===== src/rtl/lap_board_char_gen.sv =====
// lap_board_char_gen: race lap stopwatch with a DEPTH-row lap history, best-lap tracking and a
// registered char_xy -> char_code lookup for the HUD text box.
// Optional minute digit: define LAP_BOARD_MINUTES_EN (field "M:SS:CC" instead of "SS:CC").
module lap_board_char_gen #(
  parameter int unsigned CLK_HZ  = 65_000_000,
  parameter int unsigned TICK_HZ = 100,
  parameter int unsigned DEPTH   = 3
) (
  input  logic        pclk,
  input  logic        rst,
  input  logic        start,
  input  logic        stop,
  input  logic        lap,
  input  logic        clear,
  input  logic [15:0] char_xy,
  output logic [6:0]  char_code,
  output logic        running,
  output logic [7:0]  lap_count
);

  localparam int unsigned Div = CLK_HZ / TICK_HZ;
  localparam int unsigned PW  = (Div > 1) ? $clog2(Div) : 1;

`ifdef LAP_BOARD_MINUTES_EN
  localparam int unsigned TW = 20;
  // Saturation value; each nibble is also that digit's roll-over limit.
  localparam logic [TW-1:0] TMax = 20'h95999;
`else
  localparam int unsigned TW = 16;
  localparam logic [TW-1:0] TMax = 16'h9999;
`endif

  typedef enum logic {StStopped, StRunning} state_e;

  state_e                   state_q, state_d;
  logic [PW-1:0]            presc_q, presc_d;
  logic [TW-1:0]            timer_q, timer_d;
  logic [DEPTH-1:0][TW-1:0] hist_q, hist_d;
  logic [DEPTH-1:0]         hist_vld_q, hist_vld_d;
  logic [TW-1:0]            best_q, best_d;
  logic                     best_vld_q, best_vld_d;
  logic [7:0]               lap_cnt_q, lap_cnt_d;
  logic [6:0]               char_q, char_d;
  logic                     tick;

  // Saturating BCD increment; digits roll over at the matching TMax nibble.
  function automatic logic [TW-1:0] bcd_inc(input logic [TW-1:0] t);
    logic [TW-1:0] r;
    logic          carry;
    r = t;
    if (t != TMax) begin
      carry = 1'b1;
      for (int i = 0; i < int'(TW / 4); i++) begin
        if (carry) begin
          if (r[i*4 +: 4] == TMax[i*4 +: 4]) begin
            r[i*4 +: 4] = 4'd0;
          end else begin
            r[i*4 +: 4] = r[i*4 +: 4] + 4'd1;
            carry       = 1'b0;
          end
        end
      end
    end
    return r;
  endfunction

  // Run/stop state: stop wins over a simultaneous start.
  always_comb begin
    state_d = state_q;
    if (stop) begin
      state_d = StStopped;
    end else if (start) begin
      state_d = StRunning;
    end
  end

  // Stopwatch, lap history and best-lap next state; clear beats lap.
  always_comb begin
    tick       = (state_q == StRunning) && (presc_q == PW'(Div - 1));
    presc_d    = presc_q;
    timer_d    = timer_q;
    hist_d     = hist_q;
    hist_vld_d = hist_vld_q;
    best_d     = best_q;
    best_vld_d = best_vld_q;
    lap_cnt_d  = lap_cnt_q;
    if (clear) begin
      presc_d    = '0;
      timer_d    = '0;
      hist_vld_d = '0;
      best_vld_d = 1'b0;
      lap_cnt_d  = '0;
    end else if (lap && (state_q == StRunning)) begin
      for (int k = int'(DEPTH) - 1; k > 0; k--) begin
        hist_d[k]     = hist_q[k-1];
        hist_vld_d[k] = hist_vld_q[k-1];
      end
      // Pre-tick value is captured; a tick on this edge is dropped.
      hist_d[0]     = timer_q;
      hist_vld_d[0] = 1'b1;
      if (!best_vld_q || (timer_q < best_q)) begin
        best_d     = timer_q;
        best_vld_d = 1'b1;
      end
      timer_d = '0;
      presc_d = '0;
      if (lap_cnt_q != 8'hFF) begin
        lap_cnt_d = lap_cnt_q + 8'd1;
      end
    end else if (state_q == StRunning) begin
      presc_d = tick ? '0 : presc_q + 1'b1;
      if (tick) begin
        timer_d = bcd_inc(timer_q);
      end
    end
  end

  logic [7:0]    cx, cy;
  logic [TW-1:0] fld;
  logic          fld_vld, row_ok, is_lap, is_dig, is_col;
  logic [6:0]    label;
  logic [3:0]    dig;

  // Character lookup: row picks the value/label set, column picks label, digit or colon.
  always_comb begin
    cx      = char_xy[15:8];
    cy      = char_xy[7:0];
    fld     = timer_q;
    fld_vld = 1'b1;
    row_ok  = (cy == 8'd0);
    is_lap  = 1'b0;
    for (int k = 0; k < int'(DEPTH); k++) begin
      if (cy == 8'(k + 1)) begin
        row_ok  = 1'b1;
        is_lap  = 1'b1;
        fld     = hist_q[k];
        fld_vld = hist_vld_q[k];
      end
    end
    if (cy == 8'(DEPTH + 1)) begin
      row_ok  = 1'b1;
      fld     = best_q;
      fld_vld = best_vld_q;
    end

    // Labels: "TIME: ", "LAP k:", "BEST: "; col 6 is a space.
    case (cx)
      8'd0:    label = is_lap ? 7'h4C : (cy == 8'd0) ? 7'h54 : 7'h42;
      8'd1:    label = is_lap ? 7'h41 : (cy == 8'd0) ? 7'h49 : 7'h45;
      8'd2:    label = is_lap ? 7'h50 : (cy == 8'd0) ? 7'h4D : 7'h53;
      8'd3:    label = is_lap ? 7'h20 : (cy == 8'd0) ? 7'h45 : 7'h54;
      8'd4:    label = is_lap ? (7'h30 + cy[6:0]) : 7'h3A;
      8'd5:    label = is_lap ? 7'h3A : 7'h20;
      default: label = 7'h20;
    endcase

    is_dig = 1'b0;
    is_col = 1'b0;
    dig    = 4'd0;
    case (cx)
`ifdef LAP_BOARD_MINUTES_EN
      8'd7:  begin is_dig = 1'b1; dig = fld[19:16]; end
      8'd8:  is_col = 1'b1;
      8'd9:  begin is_dig = 1'b1; dig = fld[15:12]; end
      8'd10: begin is_dig = 1'b1; dig = fld[11:8];  end
      8'd11: is_col = 1'b1;
      8'd12: begin is_dig = 1'b1; dig = fld[7:4];   end
      8'd13: begin is_dig = 1'b1; dig = fld[3:0];   end
`else
      8'd7:  begin is_dig = 1'b1; dig = fld[15:12]; end
      8'd8:  begin is_dig = 1'b1; dig = fld[11:8];  end
      8'd9:  is_col = 1'b1;
      8'd10: begin is_dig = 1'b1; dig = fld[7:4];   end
      8'd11: begin is_dig = 1'b1; dig = fld[3:0];   end
`endif
      default: ;
    endcase

    char_d = 7'h00;
    if (row_ok) begin
      if (cx < 8'd7) begin
        char_d = label;
      end else if (is_dig) begin
        char_d = fld_vld ? (7'h30 + {3'b000, dig}) : 7'h2D;
      end else if (is_col) begin
        char_d = 7'h3A;
      end
    end
  end

  // State registers with synchronous reset.
  always_ff @(posedge pclk) begin
    if (rst) begin
      state_q    <= StStopped;
      presc_q    <= '0;
      timer_q    <= '0;
      hist_q     <= '0;
      hist_vld_q <= '0;
      best_q     <= '0;
      best_vld_q <= 1'b0;
      lap_cnt_q  <= '0;
      char_q     <= '0;
    end else begin
      state_q    <= state_d;
      presc_q    <= presc_d;
      timer_q    <= timer_d;
      hist_q     <= hist_d;
      hist_vld_q <= hist_vld_d;
      best_q     <= best_d;
      best_vld_q <= best_vld_d;
      lap_cnt_q  <= lap_cnt_d;
      char_q     <= char_d;
    end
  end

  assign char_code = char_q;
  assign running   = (state_q == StRunning);
  assign lap_count = lap_cnt_q;

endmodule


===== config.mk =====
export PLATFORM = sky130hd
export DESIGN_NAME = lap_board_char_gen
export DESIGN_NICKNAME = d
export VERILOG_FILES = /design/src/rtl/lap_board_char_gen.sv
export SDC_FILE = /design/constraint.sdc
export NUM_CORES = 1
export LEC_CHECK = 0
export CORE_MARGIN = 3
export CORE_UTILIZATION = 25
export CTS_BUF_LIST = sky130_fd_sc_hd__clkbuf_2
export DETAILED_ROUTE_END_ITERATION = 12
export PLACE_DENSITY_LB_ADDON = 0.12
export SETUP_SLACK_MARGIN = 0.02
export SYNTH_ARGS = -nofsm -noshare
export SYNTH_HDL_FRONTEND = slang
export SYNTH_SLANG_ARGS = --single-unit
export TNS_END_PERCENT = 20

===== constraint.sdc =====
create_clock -name pclk -period 3.3 [get_ports pclk]
set_input_delay 0.495 -clock pclk [delete_from_list [all_inputs] [get_ports pclk]]
set_output_delay 0.495 -clock pclk [all_outputs]
set_load 0.1 [all_outputs]

==> results.py <==
metrics = {
    "setup_path": {
        "r2r_slack_ns": 0.76,
        "worstPathRequired_ns": 2.80,
        "crit_type": "flop to output port",
        "worstPathCellList": "clkdlybuf4s50_1",
        "worstSetupEndpointType": "output port",
        "cp_slowest_cell": "clkdlybuf4s50_1",
        "cpLargestDelayFamily": "buffers and inverters",
        "critPathBufInv": 1,
        "cp_data_arrival_time_ns": 2.29,
        "startpoint_type": "flop",
        "slowest_delay_ns": 1.16,
        "crit_path_max_fanout": 3,
    },
    "timing": {
        "fin_crit_ns": 2.79,
        "clock-skew-final_ns": 0.0507,
        "fin_crit_sh_pct": 84.5,
        "tightest_slew_ns": 0.976,
        "fmax_mhz": 359,
        "hold_viol": 0,
        "grt_setup_unrepaired": "false",
        "setup_viol": 0,
        "slew_headroom_pct": 34.7,
        "tns_ns": 0,
        "maxSlewViolCount": 0,
    },
    "layout": {
        "final_nets": 901,
        "area_delta_synth_final_pct": 19.5,
        "drive_above_1_share_pct": 11.3,
        "fin_cells": 1198,
    },
    "synth": {
        "ys_seq_area_share_pct": 38.5,
        "ys_top_cells_by_area": "dfxtp_1, nand2_1, a21oi_1",
        "netlist.top_cell.by_area": "dfxtp_1",
        "synth-seq-cells": 120,
        "yosysWarnings": 0,
        "synthesis.nets": 848,
        "synth_most_common_cell": "nand2_1",
        "async_flop_share_pct": 0,
        "syn_inst": 807,
        "ys_types": 66,
        "synth_area_mm2": 0.00624,
        "synth_top_area_share_pct": 38.5,
        "ys.flop_type": "dfxtp_1",
        "synth_edf_count": 0,
        "synthTopCellsByCount": "nand2_1, dfxtp_1, a21oi_1",
        "avgSynthCellArea_um2": 7.74,
    },
    "grt": {
        "antenna_found_initial": 1,
        "grt_first_pass_wirelength_um": 30900,
        "grt_pass1_vias": 5566,
        "grt_max_degree": 66,
        "gr-total-overflow": 0,
        "grtUsageTotal_pct": 14.8,
    },
    "power": {
        "ir_drop_uv": 169,
        "p_leak_nw": 2.50,
        "power_per_cell_area_mw_per_mm2": 370,
    },
    "clock_network": {
        "cts-root-buf": "clkbuf_2",
        "post_cts_buffers": 0,
        "htreeDepth": 4,
        "clkLatencyLatePin_ns": 0.70,
        "cts.sinks": 120,
        "cts_tree": "done",
        "clkTransAtPathRegs_ns": 0.22,
        "cts_inserted_buffers": 17,
        "cts_resized": 0,
        "clock_path_buffers": 2,
    },
    "floorplan": {
        "initial_core_util_pct": 25.5,
        "core_mm2": 0.0245,
        "fp.dieW_um": 164,
        "die-area_mm2": 0.0269,
        "die_y_um": 164,
        "num_rows": 57,
        "io_pins": 38,
    },
    "drt": {
        "drtAntennaViolNets": 0,
        "wl_per_cell_um": 16.3,
        "drc": 0,
        "drtPass1Iterations": 5,
        "drt_iter0_markers": 295,
        "route.vias.total": 5720,
        "post_drt_via_cell_ratio": 4.77,
        "routed_wl_um": 19500,
    },
    "place": {
        "gp_routability_congestion": 0.888,
        "dp_hpwl_um": 14200,
        "portBuffers": 37,
        "dp_cells": 1164,
    },
    "outcome": {
        "status": "complete, no violations",
    },
    "min_path": {
        "hold_class": "input port to flop",
    },
    "job": {
        "cap_violations": 0,
    },
}
timing repair:
action                                 CTS  global route
endpoints found under the hold margin    1             0
hold buffers                             1             0
setup endpoints to repair                0             0
per-stage QoR:
| stage | total power [mW] | hold slack, ns | cell area [um^2] | util (%) | setup slack (ns) |
|---|---|---|---|---|---|
| floorplan | 1.59 | 0.436 | 6240 | - | 0.549 |
| global placement | 1.67 | 0.445 | 7170 | 29.3 | 0.103 |
| detailed placement | 1.67 | 0.448 | 7170 | 29.3 | 0.0905 |
| CTS | 2.82 | 0.215 | 7460 | 30.5 | 0.406 |
| global route | 2.89 | 0.203 | 7460 | 30.5 | 0.342 |
| finish | 2.76 | 0.308 | 7460 | 30.5 | 0.512 |
power breakdown:
| part | switching (mW) | total (mW) | leakage [nW] | internal [mW] |
|---|---|---|---|---|
| combinational | 0.120 | 0.186 | 1.38 | 0.0657 |
| sequential | 0.00184 | 1.46 | 0.966 | 1.45 |
| clock | 0.669 | 1.12 | 0.160 | 0.450 |
| total | 0.791 | 2.76 | 2.50 | 1.97 |
worst paths after layout:
path / startpoint / endpoint / cells past startpoint
min reg2reg: hist_q[11]$_SDFFE_PP0P_ / hist_q[27]$_SDFFE_PP0P_ / 2
min: stop / running$_SDFFE_PP0P_ / 2
max reg2reg: presc_q[11]$_SDFFE_PP0P_ / timer_q[15]$_SDFFE_PP0P_ / 7
max: lap_count[7]$_SDFFE_PP0P_ / lap_count[7] / 1
layout make-up:
cell class	instances	area [um^2]
Antenna cell	1	2.50
Fill cell	2647	17000
Tap cell	324	405
Clock buffer	18	90.1
Multi-Input combinational cell	611	3560
Sequential cell	120	2400
Inverter	28	105
Clock inverter	14	189
Timing Repair Buffer	82	711
layer usage:
metal | track usage [%] | share of wire (%)
met2 | 22.6 | 43
met1 | 20.5 | 50
met3 | 3.25 | 4.5
met5 | 0 | 0
met4 | 5.19 | 2.4
cells in the final DEF (no fill, tap or decap), drive strengths merged, types with 17 or more instances in the layout:
cell and n:
nand2 144, dfxtp 120, a21oi 96, nor2 91, buf 48, inv 35, clkdlybuf4s50 33, mux2i 28
o21ai 25, nand3 20, xor2 20, ha 19, clkbuf 18, nor3 17
kinds of logic (layout without fill, tap and decap cells):
| logic type | Yosys count | after routing | synth area share, % |
|---|---|---|---|
| buffers and inverters | 76 | 142 | 4.69 |
| AND/OR/NAND/NOR | 341 | 341 | 25.0 |
| AO/OA/AOI/OAI | 190 | 190 | 18.9 |
| flip-flops | 120 | 120 | 38.5 |
| other | 0 | 1 | 0 |
| adder cells (fa/ha/maj) | 20 | 20 | 3.97 |
| multiplexers | 28 | 28 | 4.49 |
| XOR/XNOR | 32 | 32 | 4.49 |
state kept, by name, indices dropped and copies added, names as in the netlist:
signal      flops
hist_q         48
presc_q        20
best_q         16
timer_q        16
lap_count       8
char_code       7
hist_vld_q      3
best_vld_q      1
running         1
worst reg2reg max path: stages, from the launching register on:
cell      delay, ns
dfxtp_1        0.45
or4b_2         0.60
nor4_1         0.36
and4bb_1       0.38
nor3b_2        0.31
nand3_1        0.13
xor2_1         0.15
nor2_1         0.05
(Power assumes the default switching activity.)
